--- src/rtl/hazard_pkg.sv ---
// Shared types for the pipeline hazard/forwarding controller: forward-select
// encoding and the shadow-slot record that tracks in-flight destinations.
package hazard_pkg;

    localparam int unsigned RIDX_W = 8;  // widest register index a slot can hold
    localparam int unsigned SCNT_W = 2;  // load-use down-counter, covers LOAD_LAT up to 4

    typedef enum logic [1:0] {
        FWD_RF  = 2'b00,
        FWD_MEM = 2'b01,
        FWD_WB  = 2'b10
    } fwd_sel_e;

    typedef struct packed {
        logic [RIDX_W-1:0] rd;
        logic              wr;
        logic              ld;
    } slot_t;

endpackage

--- src/rtl/fwd_select.sv ---
// Operand forward select for the instruction in EX: MEM beats WB, r0 never
// forwards, and a load still in MEM is left to the WB path.
module fwd_select
    import hazard_pkg::*;
(
    input  logic [RIDX_W-1:0] src_i,
    input  slot_t             mem_i,
    input  logic [RIDX_W-1:0] wb_rd_i,
    input  logic              wb_wr_i,
    output fwd_sel_e          sel_c
);

    logic mem_hit_c;
    logic wb_hit_c;

    always_comb begin
        mem_hit_c = mem_i.wr && !mem_i.ld && (mem_i.rd == src_i) && (src_i != '0);
        wb_hit_c  = wb_wr_i && (wb_rd_i == src_i) && (src_i != '0);
        sel_c     = FWD_RF;
        if (mem_hit_c) begin
            sel_c = FWD_MEM;
        end else if (wb_hit_c) begin
            sel_c = FWD_WB;
        end
    end

endmodule

--- src/rtl/pipe_hazard_unit.sv ---
// Hazard and forwarding controller for the 5-stage core: shadows EX/MEM/WB
// destinations and decides stall, bubble, flush and forward selects in-cycle.
module pipe_hazard_unit
    import hazard_pkg::*;
#(
    parameter int unsigned REG_ADDR_W = 5,
    parameter int unsigned LOAD_LAT   = 1,
    parameter int unsigned FWD_EN     = 1,
    parameter int unsigned CNT_W      = 16
) (
    input  logic                  clk,
    input  logic                  reset,
    input  logic                  id_valid,
    input  logic [REG_ADDR_W-1:0] id_rs,
    input  logic [REG_ADDR_W-1:0] id_rt,
    input  logic                  id_use_rs,
    input  logic                  id_use_rt,
    input  logic [REG_ADDR_W-1:0] id_rd,
    input  logic                  id_wr,
    input  logic                  id_memrd,
    input  logic                  ex_redirect,
    output logic                  stall_if,
    output logic                  bubble_ex,
    output logic                  flush_id,
    output logic [1:0]            fwd_a,
    output logic [1:0]            fwd_b,
    output logic [CNT_W-1:0]      stall_cycles
);

    slot_t             ex_q, ex_d;
    slot_t             mem_q, mem_d;
    logic [RIDX_W-1:0] ex_rs_q, ex_rs_d;
    logic [RIDX_W-1:0] ex_rt_q, ex_rt_d;
    logic [RIDX_W-1:0] wb_rd_q, wb_rd_d;
    logic              wb_wr_q, wb_wr_d;
    logic [SCNT_W-1:0] scnt_q, scnt_d;
    logic [CNT_W-1:0]  cnt_q, cnt_d;

    logic [RIDX_W-1:0] rs_eff_c, rt_eff_c;
    logic              lu_haz_c, so_haz_c, stall_req_c, stall_c;
    fwd_sel_e          sel_a_c, sel_b_c;

    // An unused source is stored as r0 so it can never match a writer.
    function automatic logic hit(input logic [RIDX_W-1:0] s,
                                 input logic [RIDX_W-1:0] rd,
                                 input logic              wr);
        return wr && (rd == s) && (s != '0);
    endfunction

    always_comb begin
        rs_eff_c = id_use_rs ? RIDX_W'(id_rs) : '0;
        rt_eff_c = id_use_rt ? RIDX_W'(id_rt) : '0;

        lu_haz_c = id_valid && ex_q.ld &&
                   (hit(rs_eff_c, ex_q.rd, ex_q.wr) || hit(rt_eff_c, ex_q.rd, ex_q.wr));
        so_haz_c = id_valid &&
                   (hit(rs_eff_c, ex_q.rd, ex_q.wr)   || hit(rt_eff_c, ex_q.rd, ex_q.wr)   ||
                    hit(rs_eff_c, mem_q.rd, mem_q.wr) || hit(rt_eff_c, mem_q.rd, mem_q.wr) ||
                    hit(rs_eff_c, wb_rd_q, wb_wr_q)   || hit(rt_eff_c, wb_rd_q, wb_wr_q));

        if (FWD_EN != 0) begin
            stall_req_c = lu_haz_c || (scnt_q != '0);
        end else begin
            stall_req_c = so_haz_c;
        end
        stall_c = stall_req_c && !ex_redirect;
    end

    fwd_select u_fwd_a (
        .src_i   (ex_rs_q),
        .mem_i   (mem_q),
        .wb_rd_i (wb_rd_q),
        .wb_wr_i (wb_wr_q),
        .sel_c   (sel_a_c)
    );

    fwd_select u_fwd_b (
        .src_i   (ex_rt_q),
        .mem_i   (mem_q),
        .wb_rd_i (wb_rd_q),
        .wb_wr_i (wb_wr_q),
        .sel_c   (sel_b_c)
    );

    assign stall_if     = stall_c;
    assign bubble_ex    = stall_req_c || ex_redirect;
    assign flush_id     = ex_redirect;
    assign fwd_a        = (FWD_EN != 0) ? sel_a_c : FWD_RF;
    assign fwd_b        = (FWD_EN != 0) ? sel_b_c : FWD_RF;
    assign stall_cycles = cnt_q;

    // Shadow pipeline advance, load-use down-counter and stall statistics.
    always_comb begin
        ex_d    = '0;
        ex_rs_d = '0;
        ex_rt_d = '0;
        mem_d   = ex_q;
        wb_rd_d = mem_q.rd;
        wb_wr_d = mem_q.wr;
        scnt_d  = scnt_q;
        cnt_d   = cnt_q;

        if (id_valid && !stall_req_c && !ex_redirect) begin
            ex_d.rd = RIDX_W'(id_rd);
            ex_d.wr = id_wr;
            ex_d.ld = id_memrd;
            ex_rs_d = rs_eff_c;
            ex_rt_d = rt_eff_c;
        end

        if (ex_redirect) begin
            scnt_d = '0;
        end else if ((FWD_EN != 0) && lu_haz_c) begin
            scnt_d = SCNT_W'(LOAD_LAT - 1);
        end else if (scnt_q != '0) begin
            scnt_d = scnt_q - 1'b1;
        end

        if (stall_c && (cnt_q != '1)) begin
            cnt_d = cnt_q + 1'b1;
        end
    end

    always_ff @(posedge clk or negedge reset) begin
        if (!reset) begin
            ex_q    <= '0;
            ex_rs_q <= '0;
            ex_rt_q <= '0;
            mem_q   <= '0;
            wb_rd_q <= '0;
            wb_wr_q <= 1'b0;
            scnt_q  <= '0;
            cnt_q   <= '0;
        end else begin
            ex_q    <= ex_d;
            ex_rs_q <= ex_rs_d;
            ex_rt_q <= ex_rt_d;
            mem_q   <= mem_d;
            wb_rd_q <= wb_rd_d;
            wb_wr_q <= wb_wr_d;
            scnt_q  <= scnt_d;
            cnt_q   <= cnt_d;
        end
    end

endmodule
--- config.mk ---
export PLATFORM = sky130hd
export DESIGN_NAME = pipe_hazard_unit
export DESIGN_NICKNAME = d
export VERILOG_FILES = /design/src/rtl/hazard_pkg.sv /design/src/rtl/fwd_select.sv /design/src/rtl/pipe_hazard_unit.sv
export SDC_FILE = /design/constraint.sdc
export NUM_CORES = 1
export LEC_CHECK = 0
export BUFFER_PORTS_ARGS = -buffer_cell sky130_fd_sc_hd__buf_4
export CAP_MARGIN = 40
export CORE_UTILIZATION = 60
export DETAILED_ROUTE_END_ITERATION = 10
export HOLD_SLACK_MARGIN = 0.1
export PLACE_DENSITY = 0.85
export SLEW_MARGIN = 20
export SYNTH_ARGS = -nofsm -noshare
export SYNTH_HDL_FRONTEND = slang
export SYNTH_HIERARCHICAL = 1
export SYNTH_SLANG_ARGS = --single-unit
--- constraint.sdc ---
create_clock -name clk -period 3.2 [get_ports clk]
set_clock_uncertainty 0.15 [all_clocks]
set_input_delay 0.32 -clock clk [delete_from_list [all_inputs] [get_ports clk]]
set_output_delay 0.32 -clock clk [all_outputs]
set_load 0.02 [all_outputs]
==> results.json <==
{
  "outcome": "finished, final reports clean",
  "antenna_cells": 0,
  "layout_setup_ws_ps": 468,
  "gp_congestion": 0.814,
  "place_inst": 351,
  "core_region_area_um2": 4060,
  "antenna_found_initial": 0,
  "async_reset_ff_share_pct": 100,
  "max-cap-violations": 0,
  "nFillCells": 257,
  "cts_tree": "yes",
  "drtIter0Drc": 81,
  "worst_hold_slack_ps": 128,
  "cp.required_ps": 2730,
  "ir_drop_v": 0.000296,
  "synth_edf_count": 0,
  "fin_cells": 367,
  "cp_max_fo": 18,
  "grt_max_degree": 49,
  "slew_headroom_pct": 61.8,
  "clk_path_buf_depth": 2,
  "die_area_um2": 4530,
  "synth-seq-cells": 48,
  "path_clk_slew_ps": 80,
  "ys_seq_area_share_pct": 46.9,
  "clkSinkCount": 48,
  "grt_util_all_layers_pct": 24.8,
  "critPathArrivalTime_ps": 2260,
  "ff2ff_setup_slack_ps": 750,
  "ant_nets": 0,
  "die_w_um": 67.3,
  "drive_gt1_share_pct": 21.8,
  "finalHoldViolCount": 0,
  "cp-end-kind": "output port",
  "cts_buffers": 5,
  "crit_chain": "or4_1 -> a21oi_1 -> nand4b_4 -> o221ai_4 -> nor2b_1 -> buf_4",
  "first_pass_iters": 4,
  "drc": 0,
  "slowest_stage": "or4_1",
  "cp-start-kind": "register",
  "grt_pass1_wl_um": 8080,
  "criticalPathCategory": "reg2out",
  "finalCritPeriodShare_pct": 85.4,
  "max_slew.worst_pin.slew_ps": 572,
  "ctsResizeCount": 0,
  "place_area_um2": 3020,
  "cts-root-buf": "clkbuf_8",
  "clk-insertion-delay-late_ps": 300,
  "viasPerCell": 5.14,
  "vias": 1886,
  "post_cts_buffers": 0,
  "pin_count": 46,
  "die_height_um": 67.3,
  "area_growth_pct": 26.1,
  "syn_area_per_cell_um2": 11.0,
  "synth_cell_type_count": 42,
  "netlist_area_um2": 2560,
  "power.leakage_uw": 0.00163,
  "powerDensity_nw_per_um2": 391,
  "critPathTopFamily": "simple AND/OR/NAND/NOR gates",
  "slowest_delay_ps": 570,
  "maxSlewViolCount": 0,
  "setup_viol": 0,
  "crit_buf_inv": 1,
  "start_util_pct": 63.1,
  "io_buffers": 45,
  "gr-total-overflow": 0,
  "rsz0062_at_grt": "false",
  "drt-total-wl_um": 4880,
  "final_area_um2": 3230,
  "wire_per_inst_um": 13.3,
  "yosysWarnings": 6,
  "final_nets": 341,
  "synth_flop_cell": "dfrtp_1",
  "worst_hold_path_type": "in2reg",
  "tns_ps": 0,
  "htree_levels": 2,
  "max_freq_ghz": 0.366,
  "dp_hpwl_um": 3580,
  "pre_cts_slack_ps": 785,
  "grt_pass1_vias": 1762,
  "syn_inst": 233,
  "fin_crit_ps": 2730,
  "rows": 23
}
logic make-up after synthesis:
logic type               synth area share (%)
AND/OR/NAND/NOR                          24.6
buffers and inverters                    3.08
flip-flops                               46.9
adder cells (fa/ha/maj)                 0.978
multiplexers                            0.880
other                                   0.147
AO/OA/AOI/OAI                            5.87
XOR/XNOR                                 17.5
report_power, final:
group	leakage, uW	switching [uW]	internal (uW)
combinational	0.000922	79.2	71.6
clock	0.0000645	190	275
sequential	0.000644	21.1	623
total	0.00163	290	970
placed cells by master (no fill, tap or decap), types with 4 or more instances in the layout:
master	count
xnor2_1	23
nand4_1	6
nor4_1	9
buf_4	45
and2_1	10
inv_1	8
conb_1	30
and3_1	11
xor2_1	28
nand2_1	17
dlygate4sd3_1	8
a21oi_1	7
dfrtp_1	48
clkbuf_8	7
nor2_1	7
nor3_1	5
nand3_1	13
nor4_2	4
final cells by class:
class | count | area [um2] | share of cell area (%)
Multi-Input combinational cell | 200 | 1390 | 43.0
Sequential cell | 48 | 1200 | 37.2
Timing Repair Buffer | 53 | 418 | 13.0
Clock buffer | 7 | 96.3 | 2.99
Tap cell | 50 | 62.6 | 1.94
Clock inverter | 1 | 30.0 | 0.931
Inverter | 8 | 30.0 | 0.931
sequential cells by signal, summed over array words and instances (netlist names):
register,cells
mem_q,1
stall_cycles,16
ex_rs_q,5
ex_q,7
ex_rt_q,5
wb_wr_q,1
wb_wr_d,1
wb_rd_q,5
wb_rd_d,5
scnt_q,2
worst register-to-register path, stage by stage (launching register included):
cell,delay (ps)
dfrtp_1,410
ha_1,220
nand4_1,170
or4b_1,560
nor2_1,230
nor2_1,170
nand2_2,120
mux2_1,320
cell usage after synthesis (all sizes together) (2+ instances only):
master  number  area, um2
a21oi        7       35.0
nor3b        2       15.0
nor2         7       26.3
o21ai        2       10.0
ha           2       25.0
mux2         2       22.5
dfrtp       48       1200
and3        11       68.8
xor2        28        245
nor3         8       61.3
nand4        7       50.1
and2        10       62.6
inv          8       30.0
and4         3       31.3
nand2       18       70.1
nor4        13        106
buf          5       45.0
xnor2       23        201
nand3       13       65.1
worst paths after layout:
check	from	to	cells after the start
worst max-delay path	ex_q[2]	stall_if	6
max in group asynchronous	reset	stall_cycles[0]	2
worst min-delay path	id_rs[1]	ex_rs_q[1]	2
worst min register to register	ex_q[0]	mem_q[0]	0
worst max register to register	stall_cycles[0]	stall_cycles[1]	7
min in group asynchronous	reset	stall_cycles[14]	2
per-layer routing:
| layer | wire [um] | up-vias | track usage [%] |
|---|---|---|---|
| met5 | 0 | - | 0 |
| met4 | 80 | 0 | 7.45 |
| met3 | 112 | 8 | 5.57 |
| met2 | 2470 | 29 | 40.5 |
| met1 | 2220 | 908 | 32.9 |
| li1 | - | 941 | - |
stage by stage:
stage	total power [uW]	util [%]
global placement	793	74.4
finish	1260	79.5
floorplan	738	-
CTS	1270	79.5
detailed placement	798	74.4
global route	1310	79.5
repair_timing:
| action | 4_1_cts | 5_1_grt |
|---|---|---|
| hold buffers | 8 | 0 |
| hold endpoints to repair | 55 | 0 |
| setup endpoints to repair | 0 | 0 |
(Power assumes the default switching activity.)
